**config.mk**
```make
export PLATFORM = sky130hd
export DESIGN_NAME = sa_output_writeback
export DESIGN_NICKNAME = d
export VERILOG_FILES = /design/src/rtl/sa_output_writeback.sv
export SDC_FILE = /design/constraint.sdc
export NUM_CORES = 1
export LEC_CHECK = 0
export ABC_AREA = 1
export CAP_MARGIN = 15
export CORE_ASPECT_RATIO = 2
export CORE_MARGIN = 2
export CORE_UTILIZATION = 54
export DETAILED_ROUTE_END_ITERATION = 7
export PLACE_DENSITY_LB_ADDON = 0.15
export SYNTH_ARGS = -nofsm -noshare
export SYNTH_HDL_FRONTEND = slang
export SYNTH_SLANG_ARGS = --single-unit
```
**constraint.sdc**
```tcl
create_clock -name clk -period 17.1 [get_ports clk]
set_input_delay 4.275 -clock clk [delete_from_list [all_inputs] [get_ports clk]]
set_output_delay 4.275 -clock clk [all_outputs]
set_load 0.05 [all_outputs]
```
**src/rtl/sa_output_writeback.sv**
```systemverilog
// Drain stage of the systolic array: shadows one finished tile, adds a per-column bias,
// shifts/saturates each element and writes the tile row-major into the output SRAM.
module sa_output_writeback #(
  parameter int TILE_DIM   = 2,
  parameter int DATA_WIDTH = 8,
  parameter int ACC_WIDTH  = 2*DATA_WIDTH,
  parameter int ADDR_WIDTH = 16,
  parameter int OUT_SHIFT  = 0,
  parameter int BIAS_BASE  = 0,
  parameter int OUT_BASE   = 0
) (
  input  logic                                   clk,
  input  logic                                   rstn,
  input  logic                                   start,
  input  logic [TILE_DIM*TILE_DIM*ACC_WIDTH-1:0] acc_in,
  input  logic [31:0]                            blk_row_idx,
  input  logic [31:0]                            blk_col_idx,
  input  logic [31:0]                            N,
  output logic                                   bias_cs,
  output logic [ADDR_WIDTH-1:0]                  bias_addr,
  input  logic [DATA_WIDTH-1:0]                  bias_rdata,
  output logic                                   out_cs,
  output logic                                   out_we,
  output logic [ADDR_WIDTH-1:0]                  out_addr,
  output logic [DATA_WIDTH-1:0]                  out_wdata,
  output logic                                   busy,
  output logic                                   done
);

  localparam int IDX_W = (TILE_DIM > 1) ? $clog2(TILE_DIM) : 1;
  localparam int CNT_W = $clog2(TILE_DIM + 1);

  localparam logic signed [ACC_WIDTH:0] SAT_MAX =
    {{(ACC_WIDTH + 2 - DATA_WIDTH){1'b0}}, {(DATA_WIDTH - 1){1'b1}}};
  localparam logic signed [ACC_WIDTH:0] SAT_MIN =
    {{(ACC_WIDTH + 2 - DATA_WIDTH){1'b1}}, {(DATA_WIDTH - 1){1'b0}}};

  typedef enum logic [1:0] {
    ST_IDLE  = 2'd0,
    ST_BIAS  = 2'd1,
    ST_WRITE = 2'd2,
    ST_DONE  = 2'd3
  } state_t;

  state_t                        state_r, state_s;
  logic [CNT_W-1:0]              cnt_r, cnt_s;
  logic [IDX_W-1:0]              elem_row_r, elem_row_s;
  logic [IDX_W-1:0]              elem_col_r, elem_col_s;
  logic [31:0]                   row_r, row_s;
  logic [31:0]                   col_r, col_s;
  logic [31:0]                   n_r, n_s;
  logic signed [ACC_WIDTH-1:0]   acc_r [TILE_DIM][TILE_DIM];
  logic signed [ACC_WIDTH-1:0]   acc_s [TILE_DIM][TILE_DIM];
  logic signed [DATA_WIDTH-1:0]  bias_r [TILE_DIM];
  logic signed [DATA_WIDTH-1:0]  bias_s [TILE_DIM];
  logic                          issue_wr_s;

  logic                          bias_cs_r, bias_cs_s;
  logic [ADDR_WIDTH-1:0]         bias_addr_r, bias_addr_s;
  logic                          out_cs_r, out_cs_s;
  logic                          out_we_r, out_we_s;
  logic [ADDR_WIDTH-1:0]         out_addr_r, out_addr_s;
  logic [DATA_WIDTH-1:0]         out_wdata_r, out_wdata_s;
  logic                          busy_r, busy_s;
  logic                          done_r, done_s;

  function automatic logic [ADDR_WIDTH-1:0] bias_address(input logic [31:0] col,
                                                         input logic [31:0] j);
    logic [31:0] a;
    a = 32'(BIAS_BASE) + col * 32'(TILE_DIM) + j;
    return a[ADDR_WIDTH-1:0];
  endfunction

  // Full-width address wraps silently into ADDR_WIDTH.
  function automatic logic [ADDR_WIDTH-1:0] out_address(input logic [31:0] row,
                                                        input logic [31:0] col,
                                                        input logic [31:0] n,
                                                        input logic [IDX_W-1:0] r,
                                                        input logic [IDX_W-1:0] c);
    logic [31:0] a;
    a = 32'(OUT_BASE) + (row * 32'(TILE_DIM) + 32'(r)) * n + col * 32'(TILE_DIM) + 32'(c);
    return a[ADDR_WIDTH-1:0];
  endfunction

  // One extra bit of headroom makes the bias add overflow-free before shift and clamp.
  function automatic logic [DATA_WIDTH-1:0] wb_value(input logic signed [ACC_WIDTH-1:0] acc,
                                                     input logic signed [DATA_WIDTH-1:0] bias);
    logic signed [ACC_WIDTH:0] sum_v;
    logic signed [ACC_WIDTH:0] shf_v;
    logic [DATA_WIDTH-1:0]     res_v;
    sum_v = {acc[ACC_WIDTH-1], acc} +
            {{(ACC_WIDTH + 1 - DATA_WIDTH){bias[DATA_WIDTH-1]}}, bias};
    shf_v = sum_v >>> OUT_SHIFT;
    if (shf_v > SAT_MAX) begin
      res_v = SAT_MAX[DATA_WIDTH-1:0];
    end else if (shf_v < SAT_MIN) begin
      res_v = SAT_MIN[DATA_WIDTH-1:0];
    end else begin
      res_v = shf_v[DATA_WIDTH-1:0];
    end
    return res_v;
  endfunction

  // Next-state and next-output logic for the drain sequence.
  always_comb begin
    state_s     = state_r;
    cnt_s       = cnt_r;
    elem_row_s  = elem_row_r;
    elem_col_s  = elem_col_r;
    row_s       = row_r;
    col_s       = col_r;
    n_s         = n_r;
    acc_s       = acc_r;
    bias_s      = bias_r;
    issue_wr_s  = 1'b0;
    bias_cs_s   = 1'b0;
    bias_addr_s = '0;
    done_s      = 1'b0;

    case (state_r)
      ST_IDLE: begin
        if (start) begin
          for (int r = 0; r < TILE_DIM; r++) begin
            for (int c = 0; c < TILE_DIM; c++) begin
              acc_s[r][c] = acc_in[(TILE_DIM*TILE_DIM - 1 - (r*TILE_DIM + c))*ACC_WIDTH +: ACC_WIDTH];
            end
          end
          row_s       = blk_row_idx;
          col_s       = blk_col_idx;
          n_s         = N;
          cnt_s       = '0;
          bias_cs_s   = 1'b1;
          bias_addr_s = bias_address(blk_col_idx, 32'd0);
          state_s     = ST_BIAS;
        end else begin
          state_s = ST_IDLE;
        end
      end

      ST_BIAS: begin
        // Read data for request j arrives while cnt_r == j+1.
        for (int j = 0; j < TILE_DIM; j++) begin
          if (cnt_r == CNT_W'(j + 1)) begin
            bias_s[j] = bias_rdata;
          end else begin
            bias_s[j] = bias_r[j];
          end
        end
        if (cnt_r == CNT_W'(TILE_DIM)) begin
          cnt_s      = '0;
          elem_row_s = '0;
          elem_col_s = '0;
          issue_wr_s = 1'b1;
          state_s    = ST_WRITE;
        end else begin
          cnt_s = cnt_r + CNT_W'(1);
          if (cnt_r < CNT_W'(TILE_DIM - 1)) begin
            bias_cs_s   = 1'b1;
            bias_addr_s = bias_address(col_r, 32'(cnt_r) + 32'd1);
          end else begin
            bias_cs_s   = 1'b0;
          end
        end
      end

      ST_WRITE: begin
        if ((elem_row_r == IDX_W'(TILE_DIM - 1)) && (elem_col_r == IDX_W'(TILE_DIM - 1))) begin
          done_s  = 1'b1;
          state_s = ST_DONE;
        end else begin
          if (elem_col_r == IDX_W'(TILE_DIM - 1)) begin
            elem_col_s = '0;
            elem_row_s = elem_row_r + IDX_W'(1);
          end else begin
            elem_col_s = elem_col_r + IDX_W'(1);
          end
          issue_wr_s = 1'b1;
        end
      end

      ST_DONE: begin
        state_s = ST_IDLE;
      end

      default: begin
        state_s = ST_IDLE;
      end
    endcase

    if (issue_wr_s) begin
      out_cs_s    = 1'b1;
      out_we_s    = 1'b1;
      out_addr_s  = out_address(row_s, col_s, n_s, elem_row_s, elem_col_s);
      out_wdata_s = wb_value(acc_s[elem_row_s][elem_col_s], bias_s[elem_col_s]);
    end else begin
      out_cs_s    = 1'b0;
      out_we_s    = 1'b0;
      out_addr_s  = '0;
      out_wdata_s = '0;
    end

    busy_s = (state_s != ST_IDLE);
  end

  // State, shadow and output registers with synchronous active-low reset.
  always_ff @(posedge clk) begin
    if (!rstn) begin
      state_r     <= ST_IDLE;
      cnt_r       <= '0;
      elem_row_r  <= '0;
      elem_col_r  <= '0;
      row_r       <= '0;
      col_r       <= '0;
      n_r         <= '0;
      acc_r       <= '{default: '0};
      bias_r      <= '{default: '0};
      bias_cs_r   <= 1'b0;
      bias_addr_r <= '0;
      out_cs_r    <= 1'b0;
      out_we_r    <= 1'b0;
      out_addr_r  <= '0;
      out_wdata_r <= '0;
      busy_r      <= 1'b0;
      done_r      <= 1'b0;
    end else begin
      state_r     <= state_s;
      cnt_r       <= cnt_s;
      elem_row_r  <= elem_row_s;
      elem_col_r  <= elem_col_s;
      row_r       <= row_s;
      col_r       <= col_s;
      n_r         <= n_s;
      acc_r       <= acc_s;
      bias_r      <= bias_s;
      bias_cs_r   <= bias_cs_s;
      bias_addr_r <= bias_addr_s;
      out_cs_r    <= out_cs_s;
      out_we_r    <= out_we_s;
      out_addr_r  <= out_addr_s;
      out_wdata_r <= out_wdata_s;
      busy_r      <= busy_s;
      done_r      <= done_s;
    end
  end

  assign bias_cs   = bias_cs_r;
  assign bias_addr = bias_addr_r;
  assign out_cs    = out_cs_r;
  assign out_we    = out_we_r;
  assign out_addr  = out_addr_r;
  assign out_wdata = out_wdata_r;
  assign busy      = busy_r;
  assign done      = done_r;

endmodule

```
Word level (Yosys, flattened, before mapping)
Index checks and enable logic that the tools add are counted.
Widths: inputs -> output; s select.
- bits in registers: 224
- input bits: 171
- output and inout port bits: 45
- logic and storage cells: 104
- add/sub/neg operators: 9
- $mul: 1
- order comparisons: 5
- equal/unequal tests: 6
- muxes and demuxes: 50
- bitwise logic cells: 4
- reduce and logical (&&, ||, !) cells: 8
- operators by type and width (kind ; number):
    $mux 32 ; 5
    $mux 64 ; 2
    $mux 31 ; 4
    $mux 16 ; 7
    $mux 8 ; 6
    $add 32x1->32 ; 1
    $mul 32x32->16 ; 1
    $pmux 16 s2 ; 1
    $add 16x8->17 ; 1
    $gt 17x8->1 const B ; 1
    $lt 17x8->1 const B ; 1
    $add 16x1->16 ; 1
    $add 16x16->16 ; 1
    $add 16x3->16 ; 1
    $mux 1 ; 14
    $mux 2 ; 4
    $pmux 1 s2 ; 4
    $pmux 2 s4 ; 1
    $mux 7 ; 1
    $eq 2x2->1 const B ; 3
    $reduce_and 2->1 ; 3
    $eq 2x1->1 const B ; 2
    $ge 2x2->1 const B ; 2
    $not 1->2 ; 2
    11 further kinds ; 14

Logic depth before layout (Yosys ltp)
Gate-level depths: netlist (run 1).
- depth in word-level cells: 15
- gate-level depth with buffers: 33
- depth with buffers taken out: 31

Least setup slack after synthesis (run 1)
No wires, ideal clock.
- path type: input-to-reg
- from: in start
- to: reg out_addr_r[15], in the netlist out_addr[15]
- library setup time: 0.131 ns
- data arrival time: 9.320 ns
- data required time: 16.969 ns
- path slack: 7.649 ns
- stages: 27
- path buffers: 2
- cell sequence: buf_4 buf_4 nand3_1 nand2_1 inv_1 nand2_1 fa_1 inv_1 fa_1 inv_1 fa_1 inv_1 fa_1 fa_1 inv_1 fa_1 inv_1 ha_1 a21o_1 a31oi_1 nand3_1 xor2_1 inv_1 nand2_1 nand2_1 nand2_1 a21oi_1
- cells in the longest elaborated chain, start to end: 6
- elaborated cells between the ends (all ways): 10
- classes of those cells: add/sub (3); mul (1); mux (6)
- RTL lines (what ; line ; source):
    start: declaration ; 14 ; input logic start,
    $mux 31 ; 122 ; if (start) begin
    $mux 31 ; 120 ; case (state_r)
    $add 32x1->32 ; 81 ; a = 32'(OUT_BASE) + (row * 32'(TILE_DIM) + 32'(r)) * n + col * 32'(TILE_DIM) + 32'(c);
    $mul 32x32->16 ; 81 ;
    $add 16x16->16 (*) ; 81 ;
    $add 16x1->16 (*) ; 81 ;
    end signal: assignment ; 239 ; out_addr_r <= out_addr_s;
    end: declaration ; 62 ; logic [ADDR_WIDTH-1:0] out_addr_r, out_addr_s;
Every way passes the cells marked *; elsewhere a longest branch is shown, timed or not.
A chain may end at the register's enable or synchronous reset.

Worst setup path after layout (run 1)
Same ends and word-level chain as after synthesis.

==> impl_metrics.yaml, run 1 <==
status:
  status: "completed"
die:
  io_pins: 216
  core_area_um2: 23100
  die_height_um: 220
  fp.dieW_um: 112
  start_util_pct: 54.6
  fp-row-count: 79
  die_area_um2: 24700
yosys:
  yosys.area.top_type: "dfxtp_1"
  ys.flop_type: "dfxtp_1"
  syn_area_um2: 12600
  synth_area_per_cell_um2: 7.60
  syn_inst: 1661
  synth_nets: 2001
  ys_ff_latch: 176
  yosysSeqAreaShare_pct: 27.9
  netlist.area_leader.share_pct: 27.9
  async_reset_ff_share_pct: 0
  synth_edf_count: 0
  ys_warn_count: 0
  synth.area.top_cells: "dfxtp_1 28%, fa_1 15%, nand2_1 9.8%"
  synth.distinct_cells: 41
clock_tree:
  insertion_delay_ps: 460
  cts-resized-gates: 0
  clock-sinks: 176
  cts_tree: "yes"
  cts_root_buffer: "clkbuf_16"
  postCtsSetupBuffers: 0
  cts_buffers: 17
  ctsHoldBuffers: 0
  clkTransAtPathRegs_ps: 70
  cts_max_path_buffers: 2
  htree_num_levels: 4
sta:
  slew_viol_final: 0
  finalSetupViolations: 0
  worst_pin_slew_ps: 989
  rsz0062_at_grt: "false"
  period_needed_ps: 11640
  tns_ps: 0
  min_period_over_period_pct: 68.1
  hold_ws_ps: 477
  hold_viol_final: 0
  clock.fmax_ghz: 0.0859
  finalClockSkew_ps: 10.3
  timing.slew.headroom_pct: 34.0
power:
  p_int_uw: 928
  p_per_area_nw_per_um2: 108
  power_frac_seq_pct: 27.1
  clockPowerShare_pct: 23.5
  swShare_pct: 42.5
  leakage_uw: 0.00748
  power.switching_uw: 686
  vdd_drop_max_v: 0.000209
  finalPower_uw: 1610
  p_comb_share_pct: 49.4
run:
  max-cap-violations: 0
placement:
  io_buffers: 165
  place_hpwl_um: 29600
  place_area_um2: 14500
  place.gp.congestion: 0.978
layout:
  diodes: 0
  final_cell_mix: "331 x nand2_1, 272 x inv_1, 255 x nor2_1"
  layout_commonest_cell: "nand2_1"
  syn_to_final_growth_pct: 18.9
  stdcell_area_um2: 15000
  fin_nets: 2143
  drive_gt1_share_pct: 3.25
route:
  drtIter0Drc: 642
  finalWirelength_um: 37100
  vias: 11500
  vias_per_cell: 5.46
  antenna_left: 0
  dr.pass1.iters: 5
  detail_route.wl_per_cell_um: 17.7
  drc: 0
setup_path:
  crit_start: "start"
  start_kind: "primary input"
  cp_max_fo: 69
  arrival_ps: 12010
  end_kind: "flip-flop"
  path_class: "in -> reg"
  required_ps: 17470
  worstReg2RegStart: "state_r[0]"
grt:
  grt_antenna_before_repair: 0
  grt_pass1_vias: 12000
  track_usage_pct: 31.0
  grt-ovfl-total: 0
  grt_pass1_wl_um: 58600
  grt_start_max_net_pins: 76
worst_hold_path:
  holdCritPathClass: "reg -> reg"
  holdCritStartpoint: "row_r[14]"
==> synthesized netlist by cell type (3+ instances only) <==
master,instances
a21o_1,4
a21oi_1,76
a31oi_1,3
a32o_1,10
buf_2,11
buf_4,7
buf_6,5
clkbuf_1,29
dfxtp_1,176
fa_1,96
ha_1,73
inv_1,272
mux2i_1,89
nand2_1,331
nand2_2,7
nand3_1,75
nand3b_1,10
nand4_1,5
nor2_1,255
nor3_1,4
o21ai_0,54
o21ai_1,9
o21ai_2,4
o21ai_4,3
o21bai_1,5
o22a_1,5
xnor2_1,10
xor2_1,14
==> area by class of cell <==
| class | instances | area [µm²] |
|---|---|---|
| Multi-Input combinational cell | 1156 | 7810 |
| Clock buffer | 20 | 457 |
| Inverter | 275 | 1030 |
| Timing Repair Buffer | 177 | 1740 |
| Clock inverter | 11 | 100 |
| Tap cell | 283 | 354 |
| Fill cell | 2127 | 8110 |
| Sequential cell | 176 | 3520 |
==> routing by layer <==
metal,up-vias,GRT usage (%),part of all wire [%],wire (µm)
li1,5473,-,-,-
met1,5443,26.1,31,11400
met2,375,61.3,56,20900
met3,162,6.33,4.7,1750
met4,0,23.7,8.1,3000
met5,-,0,0,0
==> kinds of logic (layout without fill, tap and decap cells) <==
logic type,Yosys count,count (layout),share of synthesized area [%]
adders and majority gates,169,169,22.5
and+or+nand+nor,691,691,21.9
muxes,89,89,7.05
AOI/OAI and AO/OA,183,183,8.60
DFF,176,176,27.9
buffers and inverters,329,483,10.4
xor gates and xnor gates,24,24,1.66
==> flip-flops by register name, indices dropped and copies added (netlist names), 2 cells and up <==
signal / flops
acc_r: 64
bias_addr: 16
bias_r: 16
n_r: 16
out_addr: 16
col_r: 15
row_r: 15
out_wdata: 8
cnt_r: 2
state_r: 2
==> worst max-delay path, cell delays in order <==
cell             delay (ps)
clkdlybuf4s50_1         390
buf_4                   210
nand2_8                 400
buf_4                   840
nand2_1                 150
nand2_2                 190
clkinv_1                320
nor2_1                  230
fa_1                    430
inv_1                    90
fa_1                    410
fa_1                    510
inv_1                    50
fa_1                    490
inv_1                    50
fa_1                    520
fa_1                    620
inv_1                    70
ha_1                    350
a21o_1                  180
a31oi_1                 160
nand3_1                 230
xor2_1                  280
nand3_1                 130
nand2_1                  80
nand2_1                  40
a21oi_1                 160
==> path summary, 6_finish.rpt <==
path	to	slack (ps)	cells after the start
worst min-delay path	row_r[14]	480	2
worst min register to register	row_r[14]	480	2
worst max register to register	out_addr[15]	9200	27
worst max-delay path	out_addr[15]	5460	27
==> per-stage QoR <==
stage	util, %	std cells	worst slack [ps]
2_1_floorplan	-	1661	7650
6_report	64.9	2098	5460
3_5_place_dp	62.5	2067	5040
5_1_grt	64.9	2098	5060
3_3_place_gp	62.5	2067	5100
4_1_cts	64.9	2098	5510
==> power groups by stage <==
stage	logic, µW	registers [µW]	clock network, µW
after floorplan	560	454	0
after global placement	784	446	0
after detailed placement	799	447	0
after CTS	804	438	387
after global routing	914	440	400
final	798	438	379
(Power assumes the default switching activity.)
==> inputs of run 2 (changes only) <==
Clock period 17.1 ns to 11.13 ns, I/O delays scaled along.
==> impl_metrics.yaml, run 2 (same netlist as run 1, synthesis figures left out) <==
sta:
  period_needed_ps: 9380
  finalClockSkew_ps: 10.6
  clock.fmax_ghz: 0.107
  hold_viol_final: 0
  finalSetupViolations: 0
  tns_ps: 0
  rsz0062_at_grt: "false"
  min_period_over_period_pct: 84.3
  timing.slew.headroom_pct: 35.3
  slew_viol_final: 0
  worst_pin_slew_ps: 944
layout:
  fin_nets: 2147
  stdcell_count: 2103
  layout_commonest_cell: "nand2_1"
  syn_to_final_growth_pct: 19.8
  drive_gt1_share_pct: 3.57
  largest-register: "acc_r"
  final_cell_mix: "331 x nand2_1, 272 x inv_1, 255 x nor2_1"
  diodes: 0
  largest_reg_flops: 64
  utilization_pct: 65.4
clock_tree:
  cts_buffers: 17
  postCtsSetupBuffers: 0
  ctsHoldBuffers: 0
  clock-sinks: 176
  cts-resized-gates: 0
  cts_max_path_buffers: 2
  cts_root_buffer: "clkbuf_16"
  insertion_delay_ps: 460
  htree_num_levels: 4
  clkTransAtPathRegs_ps: 80
  cts_tree: "yes"
placement:
  place.gp.congestion: 0.950
  placedCellCount: 2071
  place_hpwl_um: 29700
  io_buffers: 165
die:
  core_area_um2: 23100
  die_height_um: 220
  fp.dieW_um: 112
  io_pins: 216
  die_area_um2: 24700
  fp-row-count: 79
  start_util_pct: 54.6
route:
  detail_route.wl_per_cell_um: 17.6
  drc: 0
  drtIter0Drc: 671
  dr.pass1.iters: 8
  vias: 11400
  vias_per_cell: 5.43
  finalWirelength_um: 37000
  antenna_left: 0
setup_path:
  arrival_ps: 9760
  cp_max_fo: 33
  rrSetupSlack_ps: 3360
  required_ps: 11510
  path_class: "in -> reg"
  start_kind: "primary input"
  r2r_cells: 27
  end_kind: "flip-flop"
power:
  swShare_pct: 41.9
  clockPowerShare_pct: 25.8
  p_per_area_nw_per_um2: 170
  p_int_uw: 1490
  power.switching_uw: 1080
  p_comb_share_pct: 48.0
  power_frac_seq_pct: 26.2
  leakage_uw: 0.00754
  vdd_drop_max_v: 0.000326
status:
  status: "completed"
grt:
  grt_pass1_wl_um: 58500
  grt_pass1_vias: 11900
  grt_start_max_net_pins: 89
  track_usage_pct: 30.9
  grt-ovfl-total: 0
  grt_antenna_before_repair: 0
worst_hold_path:
  holdPathStages: 2
  holdCritPathClass: "reg -> reg"
run:
  max-cap-violations: 0
==> run 2: changes by cell type in the layout (fill, tap and decap cells not counted), sizes merged <==
| cell | delta |
|---|---|
| clkbuf | -3 |
| inv | +4 |
| bufinv | +3 |
| clkinv | -2 |
| buf | +4 |
| clkinvlp | -1 |
==> run 2: worst max-delay path, cell delays in order <==
cell and delay (ps):
clkdlybuf4s50_1 590, nand2_8 180, inv_1 370, nand2_1 140, nand2_2 160, clkinv_1 320, nor2_1 230, fa_1 440
inv_1 90, fa_1 420, fa_1 520, inv_1 50, fa_1 510, inv_1 60, fa_1 510, fa_1 640
inv_1 60, ha_1 360, a21o_1 180, a31oi_1 140, nand3_1 220, xor2_1 330, nand3_1 140, nand2_1 80
nand2_1 40, a21oi_1 160
==> run 2: final cells by class <==
| cell class | count | area [µm²] |
|---|---|---|
| Fill cell | 2085 | 8000 |
| Sequential cell | 176 | 3520 |
| Clock buffer | 17 | 425 |
| Timing Repair Buffer | 181 | 1770 |
| Clock inverter | 15 | 214 |
| Multi-Input combinational cell | 1156 | 7810 |
| Inverter | 275 | 1030 |
| Tap cell | 283 | 354 |
==> run 2: stage by stage <==
step	hold WS, ps	worst slack [ps]	power [µW]	area (µm²)
final	484	1750	2570	15100
after global routing	505	1540	2790	15100
after CTS	485	1870	2580	15100
after detailed placement	474	1400	1920	14500
after global placement	457	1480	1890	14500
after floorplan	446	3170	1560	12600
==> run 2: per-layer routing <==
metal  GRT usage, %  vias to the layer above  routed length [µm]  part of all wire (%)
li1               -                     5478                   -                     -
met1           26.3                     5422               11300                    31
met2           61.3                      375               20900                    57
met3           5.64                      150                1670                   4.5
met4           23.6                        0                3100                   8.4
met5              0                        -                   0                     0
==> run 2: power groups by stage <==
stage | Combinational [µW] | Clock (µW) | Sequential (µW)
final | 1230 | 663 | 673
after global routing | 1420 | 690 | 675
after CTS | 1240 | 673 | 673
after detailed placement | 1230 | 0 | 687
after global placement | 1210 | 0 | 686
after floorplan | 860 | 0 | 698
==> run 2: path summary, 6_finish.rpt <==
path,from,end
hold reg to reg,row_r[14],row_r[14]
setup reg to reg,state_r[0],out_addr[15]
setup / recovery,start,out_addr[15]
hold / removal,row_r[14],row_r[14]
==> patch 1, RTL diff (settings of run 1) <==
`ADDR_WIDTH`: 16 -> 17.
--- a/src/rtl/sa_output_writeback.sv
+++ b/src/rtl/sa_output_writeback.sv
@@ -4,7 +4,7 @@
   parameter int TILE_DIM   = 2,
   parameter int DATA_WIDTH = 8,
   parameter int ACC_WIDTH  = 2*DATA_WIDTH,
-  parameter int ADDR_WIDTH = 16,
+  parameter int ADDR_WIDTH = 17,
   parameter int OUT_SHIFT  = 0,
   parameter int BIAS_BASE  = 0,
   parameter int OUT_BASE   = 0
Ports: changed (resized bias_addr and out_addr); port bits go from 216 to 218. The function was not compared with the original's and may differ.
==> patch 1 against run 1 <==
Via count increased by 1.6%; critical path depth increased by 3; sequential share of layout area decreased by 0.13 points; first-iteration DRC count decreased by 19%; wire length increased by 2.4%; total power decreased by 6.1%; worst setup slack got worse by 220 ps; synthesized area increased by 3.4%; cell area increased by 3.4%; sequential cell count increased by 5; critical path type unchanged; largest power group unchanged; highest routed layer unchanged.
==> patch 1: results (changes against run 1) <==
slew of the pin with the lowest slew margin 1030 ps (+35.8 ps); register with the most flip-flops acc_r; total placed instance area 0.0149 mm² (+3.3%); Total Routed Length 38.0 mm (+2.4%); number of violations reported at the end of detailed-routing iteration 0 522 (-19%); max FFs per register 64 (unchanged); outcome completed; largest fanout on the critical path 76 (+10%); post-DR wirelength/cell 17.6 µm (-0.55%); Global Route Usage Sum 30.9% (-0.13 points); clock skew 13.2 ps (+2.91 ps); critical path's top delay family adder cells; total half-perimeter wirelength after legalization and detailed placement 30.0 mm (+1.3%); average instance area after synthesis 7.60 µm² (about the same); number of antenna violations at the first check in global routing 2 (+2); synthesis warning total 0 (unchanged); most used flip-flop cell after synthesis dfxtp_1; routability congestion estimate from global placement 0.963 (-1.5%); Placed Cells incl. Taps 2127 (+2.9%); cells taking the most area after synthesis dfxtp_1, fa_1, nand2_1; Synth async-reset ratio 0% (unchanged); post-CTS setup buffer count 0 (unchanged); layout cell share with drive strength beyond 1 3.15% (-0.099 points); number of iterations in the first detailed-routing pass 5 (unchanged); count of buffers from port buffering 170 (+3.0%); Cell variety after synth 42 (+2.4%); leakage power 7.65 nW (+2.3%); vias in the first global route 11900 (-1.2%); worst-path cell with the longest stage delay clkdlybuf4s50_1; maximum number of pins on one net before global-route repair 77 (+1.3%); register area share after synthesis 27.7% (-0.16 points); Worst-path clk slew 70 ps (about the same); final hold slack 477 ps (-0.435 ps); first-pass GRT wire length 59.3 mm (+1.2%); IR Drop Worst-Case VDD 0.0784 mV (-62%); worst hold-check path type flop to flop; number of instances resized during post-cts repair 0 (unchanged); FF-to-FF setup slack 8920 ps (-280 ps); Vias per Instance 5.39 (-1.3%); most used standard cells in the synthesized netlist nand2_1, inv_1, nor2_1; number of levels the H-tree was split into 4 (unchanged); P_int 0.000902 W (-2.9%); endpoint arrival time on the critical path 12210 ps (+200 ps); net count of the finished layout 2215 (+3.4%); clock latency on the worst-skew pair 460 ps (about the same)
[patch 1: changes by cell type after synthesis, sizes merged, moves of 5 or more]
cell / before / now
inv: 273 / 290
dfxtp: 176 / 181
nand2: 338 / 347
nand3: 75 / 68
clkbuf: 29 / 35
nor2: 257 / 280
nand3b: 10 / 3
fa: 96 / 111
[patch 1: final cells by class]
class                      instances  area [µm²]
inverter                         292        1100
tap                              287         359
multi-input combinational       1188        8090
clock buffer                      18         429
timing repair buffer             179        1770
fill                            2126        8290
clock inverter                    14         160
sequential                       181        3620
antenna                            2        5.00
[patch 1: power by group through the flow]
| stage | Combinational [W] | Clock (W) | Sequential (W) |
|---|---|---|---|
| final | 0.000667 | 0.000400 | 0.000450 |
| after global routing | 0.000760 | 0.000422 | 0.000451 |
| after CTS | 0.000669 | 0.000408 | 0.000450 |
| after detailed placement | 0.000664 | 0 | 0.000459 |
| after global placement | 0.000648 | 0 | 0.000459 |
| after floorplan | 0.000460 | 0 | 0.000467 |
[patch 1: cells by family after synthesis]
logic type      Yosys count  synth area share [%]
xor+xnor                 18                  1.21
fa+ha+maj               185                  24.1
compound gates          180                  8.04
buf+inv                 349                  10.4
simple gates            718                  21.8
mux                      87                  6.67
flops                   181                  27.7
[patch 1: metal layers]
layer,track usage (%),vias up,share of wire (%)
li1,-,5606,-
met1,27.5,5495,32
met2,58.9,398,55
met3,5.28,142,4.6
met4,24.1,0,8.5
met5,0,-,0
[patch 1: path summary, 6_finish.rpt]
kind	cells past startpoint	from	endpoint
worst max-delay path	30	start	out_addr[15]
worst min-delay path	2	row_r[12]	row_r[12]
worst max register to register	29	state_r[0]	out_addr[15]
worst min register to register	2	row_r[12]	row_r[12]
[patch 1: worst register-to-register path: cells and delay by family (launching register included)]
| family | cells | cell delay (ps) |
|---|---|---|
| adders and majority gates | 8 | 3700 |
| AOI/OAI and AO/OA | 7 | 1090 |
| DFF | 1 | 320 |
| buffers and inverters | 6 | 1440 |
| and+or+nand+nor | 8 | 1550 |
[patch 1: stage by stage]
step | power (W) | util (%) | worst slack [ps]
floorplan | 0.000926 | - | 7400
global placement | 0.00111 | 62.7 | 4980
detailed placement | 0.00112 | 62.7 | 4840
CTS | 0.00153 | 65.2 | 5320
global route | 0.00163 | 65.2 | 4840
finish | 0.00152 | 65.2 | 5240
==> patch 2, RTL diff (flow settings as in run 1) <==
Without the edit above. Add an input register stage for `start`, `acc_in`, `blk_row_idx`, `blk_col_idx`, `N` and `bias_rdata`, without a reset; this delays them by one clock.
--- a/src/rtl/sa_output_writeback.sv
+++ b/src/rtl/sa_output_writeback.sv
@@ -42,6 +42,22 @@
     ST_DONE  = 2'd3
   } state_t;
 
+  logic start_q;
+  logic [TILE_DIM*TILE_DIM*ACC_WIDTH-1:0] acc_q;
+  logic [31:0] blk_row_idx_q;
+  logic [31:0] blk_col_idx_q;
+  logic [31:0] N_q;
+  logic [DATA_WIDTH-1:0] bias_rdata_q;
+
+  always_ff @(posedge clk) begin
+    start_q       <= start;
+    acc_q         <= acc_in;
+    blk_row_idx_q <= blk_row_idx;
+    blk_col_idx_q <= blk_col_idx;
+    N_q           <= N;
+    bias_rdata_q  <= bias_rdata;
+  end
+
   state_t                        state_r, state_s;
   logic [CNT_W-1:0]              cnt_r, cnt_s;
   logic [IDX_W-1:0]              elem_row_r, elem_row_s;
@@ -119,18 +135,18 @@
 
     case (state_r)
       ST_IDLE: begin
-        if (start) begin
+        if (start_q) begin
           for (int r = 0; r < TILE_DIM; r++) begin
             for (int c = 0; c < TILE_DIM; c++) begin
-              acc_s[r][c] = acc_in[(TILE_DIM*TILE_DIM - 1 - (r*TILE_DIM + c))*ACC_WIDTH +: ACC_WIDTH];
+              acc_s[r][c] = acc_q[(TILE_DIM*TILE_DIM - 1 - (r*TILE_DIM + c))*ACC_WIDTH +: ACC_WIDTH];
             end
           end
-          row_s       = blk_row_idx;
-          col_s       = blk_col_idx;
-          n_s         = N;
+          row_s       = blk_row_idx_q;
+          col_s       = blk_col_idx_q;
+          n_s         = N_q;
           cnt_s       = '0;
           bias_cs_s   = 1'b1;
-          bias_addr_s = bias_address(blk_col_idx, 32'd0);
+          bias_addr_s = bias_address(blk_col_idx_q, 32'd0);
           state_s     = ST_BIAS;
         end else begin
           state_s = ST_IDLE;
@@ -141,7 +157,7 @@
         // Read data for request j arrives while cnt_r == j+1.
         for (int j = 0; j < TILE_DIM; j++) begin
           if (cnt_r == CNT_W'(j + 1)) begin
-            bias_s[j] = bias_rdata;
+            bias_s[j] = bias_rdata_q;
           end else begin
             bias_s[j] = bias_r[j];
           end
Behaviour: not the same (Yosys sat finds a counterexample within 4 cycles, from zero or initial values and one cycle with rstn low).
==> patch 2 against run 1 <==
Cell area rose by 19%; via count rose by 3.8%; wire length is 2.5% higher; worst setup slack better by 3500 ps; core utilization is essentially flat; total power rose by 24%; die area increased by 18%; global-route usage decreased by 4.1 points; non-clock buffer count shrank 3; synthesized area rose by 18%; sequential cell count rose by 119; synthesized cell count rose by 6.3%; maximum frequency up 43%; critical endpoint is now out_addr[14].
==> patch 2: results (changes against run 1) <==
outcome completed; net count of the finished layout 2255 (+5.2%); routability congestion estimate from global placement 0.921 (-5.8%); number of iterations in the first detailed-routing pass 6 (+1); number of violations reported at the end of detailed-routing iteration 0 370 (-42%); critical path endpoint out_addr[14]; area share of the largest cell type after synthesis 39.5% (+12 points); largest fanout on the critical path 63 (-8.7%); layout cell share with drive strength beyond 1 4.19% (+0.94 points); number of buffers between clock root and the deepest sink 3 (+1); Synthesized Nets 2106 (+5.2%); share of cell area taken by muxes after synthesis 5.97% (-1.1 points); Worst Hold Endpoint row_r[11]; startpoint of the tightest hold check path row_r[11]; Cell variety after synth 48 (+17%); Total Routed Length 38.0 mm (+2.5%); leakage power 8.58 nW (+15%); IR Drop Worst-Case VDD 0.107 mV (-49%); first-pass GRT wire length 60.3 mm (+3.0%); cells taking the most area after synthesis dfxtp_1, fa_1, nand2_1; number of levels the H-tree was split into 1 (-3); clock latency on the worst-skew pair 570 ps (+110 ps); Synth Area in Compound Gates 6.66% (-1.9 points); register area share after synthesis 39.5% (+12 points); final hold slack 472 ps (-5.66 ps); worst reg2reg path depth 31 (+15%); switching share of total power 33.5% (-9.0 points); FF-to-FF setup slack 8940 ps (-260 ps); endpoint arrival time on the critical path 8640 ps (-3370 ps); launching instance or port of the critical path state_r[0]; clock skew 24.7 ps (+14.4 ps); Global Route Usage Sum 26.8% (-4.1 points); largest stage delay on the critical path 740 ps (-100 ps); adder-cell share of the synthesized area 18.9% (-3.5 points); Vias per Instance 5.20 (-4.7%)
## patch 2: cell count changes after synthesis, sizes merged, moves of 4 or more
| cell | change |
|---|---|
| a21oi | -13 |
| a32o | -4 |
| dfxtp | +119 |
| inv | +4 |
| nand2 | -6 |
| or2 | +5 |
## patch 2: power groups by stage
| stage | Combinational, W | Sequential, W | Clock, W |
|---|---|---|---|
| after floorplan | 0.000442 | 0.000756 | 0 |
| after CTS | 0.000633 | 0.000735 | 0.000652 |
| final | 0.000628 | 0.000735 | 0.000638 |
| after global routing | 0.000724 | 0.000738 | 0.000681 |
| after detailed placement | 0.000627 | 0.000751 | 0 |
| after global placement | 0.000612 | 0.000750 | 0 |
## patch 2: cell families (layout without fill, tap and decap cells)
group	Yosys count	count (layout)
adders and majority gates	169	169
buffers and inverters	333	502
AOI/OAI and AO/OA	168	168
and+or+nand+nor	689	689
xor gates and xnor gates	24	24
DFF	295	295
muxes	88	88
## patch 2: metrics by stage
stage | cell area, µm² | std cells | setup WS [ps]
floorplan | 15000 | 1766 | 11400
global placement | 16800 | 2238 | 9060
detailed placement | 16800 | 2238 | 8950
CTS | 17800 | 2286 | 8910
global route | 17800 | 2287 | 8300
finish | 17800 | 2287 | 8940
## patch 2: cell type report
| class | instances | area, µm² |
|---|---|---|
| flip-flops and latches | 295 | 5910 |
| multi-input cells | 1138 | 7730 |
| repair buffers | 174 | 1720 |
| clock inverters | 13 | 211 |
| well taps | 352 | 440 |
| fillers | 2365 | 9640 |
| inverters | 280 | 1050 |
| clock buffers | 35 | 744 |
## patch 2: metal layers
layer / GRT usage (%) / routed length [µm]
met2: 50.4 / 20400
met4: 21.0 / 3360
met3: 3.21 / 1530
met5: 0 / 0
met1: 25.7 / 12700
